===== src/rtl/sha256_ctrl.sv =====
// SHA-256 compression sequencer: IV/message load, ROUNDS round steps, digest feed-forward, chaining.
// Optional abort input enabled by defining SHA256_CTRL_ABORT_EN.
module sha256_ctrl #(
    parameter int unsigned ROUNDS = 64,
    parameter int unsigned IDX_W  = 6
) (
    input  logic             clk,
    input  logic             reset,
    input  logic             blk_valid,
    input  logic             blk_first,
    input  logic             blk_last,
`ifdef SHA256_CTRL_ABORT_EN
    input  logic             abort,
`endif
    output logic             blk_ready,
    output logic             iv_load,
    output logic             msg_load,
    output logic             work_load,
    output logic             round_en,
    output logic [IDX_W-1:0] round_idx,
    output logic             sched_shift,
    output logic             digest_add,
    output logic             hash_valid,
    input  logic             hash_ready,
    output logic             ready,
    output logic             seq_err
);

    typedef enum logic [2:0] {
        S_IDLE,
        S_LOAD,
        S_ROUND,
        S_UPDATE,
        S_DONE
    } state_t;

    localparam logic [IDX_W-1:0] LAST_IDX    = IDX_W'(ROUNDS - 1);
    localparam logic [IDX_W-1:0] SCHED_START = IDX_W'(16);

    state_t           state_q, state_d;
    logic [IDX_W-1:0] idx_q, idx_d;
    logic             chain_open_q, chain_open_d;
    logic             pending_last_q, pending_last_d;
    logic             need_iv_q, need_iv_d;
    logic             abort_w;

`ifdef SHA256_CTRL_ABORT_EN
    assign abort_w = abort;
`else
    assign abort_w = 1'b0;
`endif

    always_ff @(posedge clk or posedge reset) begin
        if (reset) begin
            state_q        <= S_IDLE;
            idx_q          <= '0;
            chain_open_q   <= 1'b0;
            pending_last_q <= 1'b0;
            need_iv_q      <= 1'b0;
        end else begin
            state_q        <= state_d;
            idx_q          <= idx_d;
            chain_open_q   <= chain_open_d;
            pending_last_q <= pending_last_d;
            need_iv_q      <= need_iv_d;
        end
    end

    always_comb begin
        state_d        = state_q;
        idx_d          = idx_q;
        chain_open_d   = chain_open_q;
        pending_last_d = pending_last_q;
        need_iv_d      = need_iv_q;
        blk_ready      = 1'b0;
        ready          = 1'b0;
        iv_load        = 1'b0;
        msg_load       = 1'b0;
        work_load      = 1'b0;
        round_en       = 1'b0;
        round_idx      = '0;
        sched_shift    = 1'b0;
        digest_add     = 1'b0;
        hash_valid     = 1'b0;
        seq_err        = 1'b0;

        case (state_q)
            S_IDLE: begin
                ready     = 1'b1;
                blk_ready = 1'b1;
                if (blk_valid) begin
                    pending_last_d = blk_last;
                    need_iv_d      = blk_first | ~chain_open_q;
                    // seq_err is Mealy so it lands in the accept cycle itself
                    seq_err        = blk_first ? chain_open_q : ~chain_open_q;
                    state_d        = S_LOAD;
                end
            end
            S_LOAD: begin
                msg_load  = 1'b1;
                work_load = 1'b1;
                iv_load   = need_iv_q;
                idx_d     = '0;
                state_d   = S_ROUND;
            end
            S_ROUND: begin
                round_en    = 1'b1;
                round_idx   = idx_q;
                sched_shift = (idx_q >= SCHED_START);
                if (idx_q == LAST_IDX) begin
                    idx_d   = '0;
                    state_d = S_UPDATE;
                end else begin
                    idx_d = idx_q + IDX_W'(1);
                end
            end
            S_UPDATE: begin
                digest_add = 1'b1;
                if (pending_last_q) begin
                    chain_open_d = 1'b0;
                    state_d      = S_DONE;
                end else begin
                    chain_open_d = 1'b1;
                    state_d      = S_IDLE;
                end
            end
            S_DONE: begin
                hash_valid = 1'b1;
                if (hash_ready) begin
                    state_d = S_IDLE;
                end
            end
            default: begin
                state_d = S_IDLE;
            end
        endcase

        // Abort overrides every transition and masks the digest/hash strobes.
        if (abort_w && (state_q != S_IDLE)) begin
            state_d      = S_IDLE;
            idx_d        = '0;
            chain_open_d = 1'b0;
            digest_add   = 1'b0;
            hash_valid   = 1'b0;
        end
    end

endmodule

===== config.mk =====
export PLATFORM = sky130hd
export DESIGN_NAME = sha256_ctrl
export DESIGN_NICKNAME = d
export VERILOG_FILES = /design/src/rtl/sha256_ctrl.sv
export SDC_FILE = /design/constraint.sdc
export NUM_CORES = 1
export LEC_CHECK = 0
export ABC_AREA = 1
export BUFFER_PORTS_ARGS = -buffer_cell sky130_fd_sc_hd__buf_4
export CAP_MARGIN = 10
export CORE_MARGIN = 2
export CORE_UTILIZATION = 45
export CTS_CLUSTER_SIZE = 16
export DETAILED_ROUTE_END_ITERATION = 10
export GPL_TIMING_DRIVEN = 0
export PLACE_DENSITY = 0.72
export SLEW_MARGIN = 30
export SYNTH_ARGS = -nofsm -noshare
export SYNTH_HDL_FRONTEND = slang
export SYNTH_SLANG_ARGS = --single-unit

===== constraint.sdc =====
create_clock -name clk -period 3.77 [get_ports clk]
set_clock_uncertainty 0.15 [all_clocks]
set_input_delay 0.5655 -clock clk [delete_from_list [all_inputs] [get_ports clk]]
set_output_delay 0.5655 -clock clk [all_outputs]
set_load 0.01 [all_outputs]

==> impl_metrics.env, run 1 <==
export IMPL_first_iter_violations=18
export IMPL_final_common_cell="buf_4"
export IMPL_pwr_share_comb_pct=52.6
export IMPL_peakVddDrop_uv=397
export IMPL_setup_viol=0
export IMPL_syn_num_nets=101
export IMPL_switchingPower_w=0.000304
export IMPL_rr_startpoint="idx_q[0]"
export IMPL_ctsHoldBuffers=0
export IMPL_place_gp_congestion=0.746
export IMPL_netSwitchingFraction_pct=43.5
export IMPL_initial_core_util_pct=47.6
export IMPL_avgSynthCellArea_um2=7.61
export IMPL_path_clk_slew_ns=0.08
export IMPL_worst_setup_path_start_kind="flip-flop"
export IMPL_slew_viol_final=0
export IMPL_die_x_um=43.7
export IMPL_seqPwrFrac_pct=31.8
export IMPL_max_stage_delay_ns=0.39
export IMPL_overflow=0
export IMPL_pwr_share_clk_pct=15.5
export IMPL_dieArea_um2=1910
export IMPL_syn_area_um2=708
export IMPL_rsz0062_at_grt="no"
export IMPL_vias_per_cell=4.83
export IMPL_drt_total_wl_mm=1.43
export IMPL_ys_types=20
export IMPL_core_area_um2=1490
export IMPL_clock_sinks=12
export IMPL_detailed_place_hpwl_mm=1.09
export IMPL_grt_max_degree=13
export IMPL_dieHeight_um=43.7
export IMPL_worst_endpoint_arrival_ns=1.41
export IMPL_area_delta_synth_final_pct=30.2
export IMPL_final_net_count=127
export IMPL_clock_latency_ns=0.29
export IMPL_fmax_mhz=470
export IMPL_wl_per_cell_um=10.7
export IMPL_hold_viol_final=0
export IMPL_worstSetupStartpoint="state_q[2]"
export IMPL_status="finished clean"
export IMPL_slowest_stage="dfrtp_1"
export IMPL_ys_ff_latch=12
export IMPL_antenna_found_initial=0
export IMPL_diodes=0
export IMPL_cts_setup_buffers=0
export IMPL_numCtsBuffers=3
export IMPL_design_area_um2=922
export IMPL_post_route_period_util_pct=56.4
export IMPL_intPower_w=0.000395
export IMPL_io_pins=22
export IMPL_worstPathRequired_ns=3.05
export IMPL_drc_errors=0
export IMPL_fillers=145
export IMPL_synth_warnings=0
export IMPL_cts_buffer_depth=2
export IMPL_relSlewSlack_pct=68.9
export IMPL_ctsResizeCount=0
export IMPL_fin_crit_ns=2.13
export IMPL_timing_setup_tns_ns=0
export IMPL_numPortBuffers=21
export IMPL_root_buffer="clkbuf_4"
export IMPL_grtUsageTotal_pct=16.6
export IMPL_tightest_slew_ns=0.466
export IMPL_detailroute_via_count=647
export IMPL_pre_cts_ws_ns=1.87
export IMPL_crit_fanout=5
export IMPL_hp_class="input port to async pin"
export IMPL_seq_area_frac_synth_pct=42.4
export IMPL_grt_first_pass_wirelength_mm=2.24
export IMPL_setup_ws_ns=1.64
export IMPL_crit_chain="inv_1, nand2_1, nor2_2, nand2_2, nor2_1, buf_4"
export IMPL_maxCapViolations=0
export IMPL_p_leak_nw=0.507
export IMPL_rows=14
export IMPL_ant_nets=0
export IMPL_power_density_nw_per_um2=758
export IMPL_dr_pass1_iters=4
export IMPL_worstSetupEndpointType="output port"
export IMPL_htreeDepth=1
export IMPL_layout_common_cells="23 x buf_4, 19 x inv_1, 14 x nand2_1"
export IMPL_grt_pass1_vias=526
export IMPL_cts_tree="built"
export IMPL_synth_cells=93
export IMPL_crit_type="flip-flop to output port"
export IMPL_layout_drive_gt1_share_pct=32.2
export IMPL_place_area_um2=886
[cell type report]
cell class | count | area (µm²) | share of cell area, %
Buffer | 3 | 26.3 | 2.85
Timing Repair Buffer | 21 | 158 | 17.1
Sequential cell | 12 | 300 | 32.6
Inverter | 19 | 71.3 | 7.73
Tap cell | 16 | 20.0 | 2.17
Clock buffer | 4 | 36.3 | 3.93
Multi-Input combinational cell | 59 | 310 | 33.6
[power by group through the flow]
stage | logic, W | clock network (W) | registers (W)
3_5_place_dp | 0.000372 | 0 | 0.000223
5_1_grt | 0.000410 | 0.000111 | 0.000227
4_1_cts | 0.000373 | 0.000110 | 0.000220
6_report | 0.000368 | 0.000108 | 0.000222
2_1_floorplan | 0.000253 | 0 | 0.000212
3_3_place_gp | 0.000363 | 0 | 0.000221
[worst max-delay path: cells and delay by family (launching register included)]
kind | cells | cell delay, ns
DFF | 1 | 0.39
buffers and inverters | 2 | 0.24
and+or+nand+nor | 4 | 0.50
[routing by layer]
| metal | share of wire (%) | vias up | global-route usage (%) |
|---|---|---|---|
| li1 | - | 339 | - |
| met1 | 44 | 284 | 19.5 |
| met2 | 47 | 19 | 25.9 |
| met3 | 6.8 | 5 | 7.50 |
| met4 | 2.2 | 0 | 7.27 |
| met5 | 0 | - | 0 |
[sequential cells by signal, summed over array words and instances, names as in the netlist]
name,cells
need_iv_q,1
chain_open_q,1
state_q,3
pending_last_q,1
idx_q,6
[Yosys cell counts]
master,n,area [µm²]
a21oi_1,3,15.0
nand2_2,3,18.8
a21oi_2,1,8.76
dfrtp_1,12,300
o22ai_1,1,6.26
o21ai_1,5,25.0
nor2_4,1,11.3
buf_4,2,15.0
nand3_2,2,20.0
o21ai_0,2,10.0
nor3_1,1,5.00
buf_6,1,11.3
nand4_1,2,12.5
o21ai_2,1,8.76
inv_1,19,71.3
nand3_1,6,30.0
nand2_1,14,52.6
nor2_2,2,12.5
nor2_1,13,48.8
ha_1,2,25.0
[logic make-up (layout without fill, tap and decap cells)]
group / count (synthesis) / in the layout / synth area share [%]
simple gates: 44 / 44 / 29.9
buf+inv: 22 / 47 / 13.8
compound gates: 13 / 13 / 10.4
flops: 12 / 12 / 42.4
fa+ha+maj: 2 / 2 / 3.53
[worst paths after layout]
kind                                 to  slack (ns)  cells past startpoint
hold / removal                 idx_q[1]        0.13                      2
max in group asynchronous    state_q[0]        3.02                      2
min in group clk           chain_open_q        0.33                      1
hold reg to reg            chain_open_q        0.33                      1
setup / recovery                seq_err        1.64                      6
setup reg to reg             state_q[0]        2.32                      5
[through the flow]
step	std cells	util, %	total power (W)	hold WS, ns
after floorplan	93	-	0.000464	0.280
after global placement	130	59.5	0.000584	0.317
after detailed placement	130	59.5	0.000595	0.317
after CTS	134	61.9	0.000704	0.152
after global routing	134	61.9	0.000748	0.189
final	134	61.9	0.000699	0.133
(Power assumes the default switching activity.)
==> run 2, diff against run 1 <==
Clock period 3.77 ns to 2.1 ns, I/O delays scaled along.
==> impl_metrics.env, run 2 (synthesis results as in run 1) <==
export IMPL_maxCapViolations=0
export IMPL_initial_core_util_pct=47.6
export IMPL_crit_fanout=5
export IMPL_cts_setup_buffers=0
export IMPL_worstSetupStartpoint="state_q[2]"
export IMPL_top_register="idx_q"
export IMPL_dieArea_um2=1910
export IMPL_first_iter_violations=18
export IMPL_drc_errors=0
export IMPL_core_area_um2=1490
export IMPL_worstPathRequired_ns=1.63
export IMPL_fmax_mhz=533
export IMPL_layout_common_cells="23 x buf_4, 19 x inv_1, 14 x nand2_1"
export IMPL_die_x_um=43.7
export IMPL_path_buf_inv=2
export IMPL_htreeDepth=1
export IMPL_post_route_period_util_pct=89.4
export IMPL_peakVddDrop_uv=713
export IMPL_cts_buffer_depth=2
export IMPL_hold_viol_final=0
export IMPL_worstSetupEndpointType="output port"
export IMPL_grt_max_degree=13
export IMPL_slew_viol_final=0
export IMPL_path_clk_slew_ns=0.08
export IMPL_wl_per_cell_um=10.6
export IMPL_grtUsageTotal_pct=16.6
export IMPL_grt_first_pass_wirelength_mm=2.26
export IMPL_timing_setup_tns_ns=0
export IMPL_p_total_w=0.00126
export IMPL_place_gp_congestion=0.746
export IMPL_root_buffer="clkbuf_4"
export IMPL_ant_nets=0
export IMPL_crit_type="flip-flop to output port"
export IMPL_vias_per_cell=4.84
export IMPL_hp_class="input port to flip-flop"
export IMPL_layout_drive_gt1_share_pct=31.9
export IMPL_p_leak_nw=0.511
export IMPL_clock_latency_ns=0.29
export IMPL_largest_register_ffs=6
export IMPL_grt_pass1_vias=532
export IMPL_drt_total_wl_mm=1.43
export IMPL_tightest_slew_ns=0.466
export IMPL_largest_registers="idx_q: 6 flops, state_q: 3 flops"
export IMPL_rsz0062_at_grt="no"
export IMPL_dieHeight_um=43.7
export IMPL_area_delta_synth_final_pct=31.6
export IMPL_crit_chain="inv_1, nand2_1, nor2_2, nand2_2, nor2_1, buf_4"
export IMPL_min_from="blk_last"
export IMPL_ctsResizeCount=0
export IMPL_max_stage_delay_ns=0.39
export IMPL_slowest_stage="dfrtp_1"
export IMPL_relSlewSlack_pct=68.9
export IMPL_dr_pass1_iters=4
export IMPL_worst_setup_path_start_kind="flip-flop"
export IMPL_worst_endpoint_arrival_ns=1.41
export IMPL_rr_startpoint="idx_q[0]"
export IMPL_detailroute_via_count=653
export IMPL_rows=14
export IMPL_crit_family="simple AND/OR/NAND/NOR gates"
export IMPL_io_pins=22
export IMPL_status="finished clean"
export IMPL_fin_crit_ns=1.88
export IMPL_setup_viol=0
export IMPL_overflow=0
export IMPL_ctsHoldBuffers=1
export IMPL_antenna_found_initial=0
export IMPL_numPortBuffers=21
export IMPL_detailed_place_hpwl_mm=1.09
export IMPL_power_density_nw_per_um2=1350
export IMPL_final_net_count=128
export IMPL_numCtsBuffers=3
export IMPL_cts_tree="built"
export IMPL_diodes=0
export IMPL_final_common_cell="buf_4"
export IMPL_clock_sinks=12
[run 2: cell types whose count changed in the layout (fill, tap and decap cells not counted)]
cell / previous run / this run
dlygate4sd3_1: 0 / 1
[run 2: path summary, 6_finish.rpt]
| check | to | slack [ns] | depth (start not counted) |
|---|---|---|---|
| worst min register to register | chain_open_q | 0.33 | 1 |
| worst min-delay path | pending_last_q | 0.12 | 3 |
| min in group asynchronous | idx_q[1] | 0.44 | 3 |
| worst max-delay path | seq_err | 0.22 | 6 |
| worst max register to register | state_q[0] | 0.65 | 5 |
| max in group asynchronous | state_q[0] | 1.04 | 3 |
[run 2: final cells by class]
cell class	count	area, µm²
sequential	12	300
clock buffer	4	36.3
tap	16	20.0
multi-input combinational	59	310
inverter	19	71.3
buffer	3	26.3
timing repair buffer	22	168
fill	143	557
[run 2: worst register-to-register path, cell delays in order (launching register included)]
cell	delay, ns
dfrtp_1	0.45
ha_1	0.27
nand3_1	0.14
o21ai_2	0.20
nand3_1	0.09
nor2_1	0.09
[run 2: metal layers]
layer	up-vias	global-route usage [%]	part of all wire, %
met2	19	26.2	47
met3	5	7.50	6.8
met4	0	7.27	2.2
li1	341	-	-
met1	288	19.5	44
met5	-	0	0
[run 2: per-stage QoR]
step                      utilization (%)  std cells  setup WS (ns)  area (µm²)  hold WS, ns
final                                62.6        135          0.223         932        0.122
after global routing                 62.6        135          0.120         932        0.131
after global placement               59.5        130          0.572         886        0.210
after CTS                            62.6        135          0.195         932        0.119
after floorplan                         -         93          0.598         708       0.0297
after detailed placement             59.5        130          0.521         886        0.215
[run 2: where the power goes]
part	internal, W	switching (W)	leakage (nW)
registers	0.000310	0.0000894	0.155
logic	0.000294	0.000368	0.335
clock network	0.000106	0.0000888	0.0210
total	0.000710	0.000546	0.511
==> run 3, diff against run 2 <==
Clock period 2.1 ns to 1.9 ns, I/O delays scaled along.
==> impl_metrics.env, run 3 (synthesis results as in run 1) <==
export IMPL_status="finished clean"
export IMPL_dp_cells=130
export IMPL_wl_per_cell_um=10.6
export IMPL_hp_class="input port to flip-flop"
export IMPL_grt_first_pass_wirelength_mm=2.26
export IMPL_tightest_slew_ns=0.466
export IMPL_ant_nets=0
export IMPL_setup_ws_ns=0.0998
export IMPL_drt_total_wl_mm=1.43
export IMPL_grt_max_degree=13
export IMPL_numPortBuffers=21
export IMPL_largest_registers="idx_q: 6 flops, state_q: 3 flops"
export IMPL_io_pins=22
export IMPL_die_x_um=43.7
export IMPL_worst_setup_path_start_kind="flip-flop"
export IMPL_initial_core_util_pct=47.6
export IMPL_power_density_nw_per_um2=1500
export IMPL_diodes=0
export IMPL_cts_tree="built"
export IMPL_htreeDepth=1
export IMPL_clock_sinks=12
export IMPL_netSwitchingFraction_pct=43.7
export IMPL_drc_errors=0
export IMPL_layout_drive_gt1_share_pct=32.8
export IMPL_dr_pass1_iters=4
export IMPL_post_route_period_util_pct=94.7
export IMPL_top_register="idx_q"
export IMPL_seqPwrFrac_pct=31.8
export IMPL_layout_common_cells="23 x buf_4, 18 x inv_1, 14 x nand2_1"
export IMPL_rr_worst_depth=5
export IMPL_crit_end="seq_err"
export IMPL_crit_type="flip-flop to output port"
export IMPL_dieHeight_um=43.7
export IMPL_fin_crit_ns=1.80
export IMPL_place_gp_congestion=0.746
export IMPL_root_buffer="clkbuf_4"
export IMPL_pre_cts_ws_ns=0.351
export IMPL_p_leak_nw=0.512
export IMPL_final_net_count=128
export IMPL_path_clk_slew_ns=0.08
export IMPL_rr_endpoint="state_q[0]"
export IMPL_peakVddDrop_uv=804
export IMPL_worstSetupEndpointType="output port"
export IMPL_crit_fanout=5
export IMPL_hold_viol_final=0
export IMPL_worstPathRequired_ns=1.46
export IMPL_grtUsageTotal_pct=16.6
export IMPL_cts_buffer_depth=2
export IMPL_min_from="blk_last"
export IMPL_p_total_w=0.00140
export IMPL_whs_ns=0.0906
export IMPL_detailroute_via_count=651
export IMPL_setup_viol=0
export IMPL_grt_pass1_vias=532
export IMPL_switchingPower_w=0.000614
export IMPL_vias_per_cell=4.82
export IMPL_relSlewSlack_pct=68.9
export IMPL_antenna_found_initial=0
export IMPL_maxCapViolations=0
export IMPL_detailed_place_hpwl_mm=1.09
export IMPL_core_area_um2=1490
export IMPL_rrSetupSlack_ns=0.46
export IMPL_slew_viol_final=0
export IMPL_clock_latency_ns=0.29
export IMPL_intPower_w=0.000790
export IMPL_worstSetupStartpoint="state_q[0]"
export IMPL_pwr_share_clk_pct=15.4
export IMPL_numCtsBuffers=3
export IMPL_first_iter_violations=17
export IMPL_worst_endpoint_arrival_ns=1.37
export IMPL_rr_startpoint="idx_q[0]"
export IMPL_rsz0062_at_grt="no"
export IMPL_rows=14
export IMPL_overflow=0
export IMPL_final_common_cell="buf_4"
export IMPL_final_cell_count_no_fill=135
export IMPL_fmax_mhz=555
export IMPL_timing_setup_tns_ns=0
export IMPL_dieArea_um2=1910
export IMPL_area_delta_synth_final_pct=32.3
export IMPL_pwr_share_comb_pct=52.8
export IMPL_largest_register_ffs=6
[run 3: cell count changes in the layout (fill, tap and decap cells not counted)]
cell,before,now
inv_2,0,1
inv_1,19,18
nor2_2,2,1
nor2_4,1,2
[run 3: power by group through the flow]
stage               clock, W  combinational [W]  sequential [W]
CTS                 0.000219           0.000742        0.000437
finish              0.000216           0.000742        0.000447
detailed placement         0           0.000738        0.000442
global placement           0           0.000721        0.000438
global route        0.000221           0.000826        0.000456
floorplan                  0           0.000501        0.000420
[run 3: layout make-up]
class,count,area [µm²]
inverter,19,71.3
timing repair buffer,22,168
clock buffer,4,36.3
multi-input combinational,59,315
fill,142,552
buffer,3,26.3
tap,16,20.0
sequential,12,300
[run 3: what timing repair did]
action / in CTS / in global routing
endpoints found under the setup margin: 0 / 1
gates resized for setup: 0 / 2
setup buffers: 0 / 0
endpoints found under the hold margin: 12 / 0
hold buffers: 1 / 0
[run 3: worst min path at each step]
stage / endpoint / slack [ns] / cells after the start
floorplan: chain_open_q / -0.0003 / 1
global placement: need_iv_q / 0.18 / 2
detailed placement: need_iv_q / 0.19 / 2
CTS: pending_last_q / 0.09 / 3
global route: pending_last_q / 0.10 / 3
finish: pending_last_q / 0.09 / 3
[run 3: critical path: stages (launching register included)]
cell	delay, ns
dfrtp_1	0.44
inv_1	0.08
nand2_1	0.10
nor2_4	0.14
nand2_2	0.10
nor2_1	0.10
buf_4	0.12
[run 3: routing by layer]
layer | share of wire [%] | routed length, µm | track usage, % | vias to the layer above
met1 | 44 | 634 | 19.5 | 289
li1 | - | - | - | 340
met3 | 5.9 | 85 | 7.50 | 5
met5 | 0 | 0 | 0 | -
met2 | 48 | 683 | 26.2 | 17
met4 | 2.2 | 31 | 7.27 | 0
[run 3: through the flow]
stage / util [%] / cell area (µm²)
2_1_floorplan: - / 708
3_3_place_gp: 59.5 / 886
3_5_place_dp: 59.5 / 886
4_1_cts: 62.6 / 932
5_1_grt: 62.9 / 937
6_report: 62.9 / 937
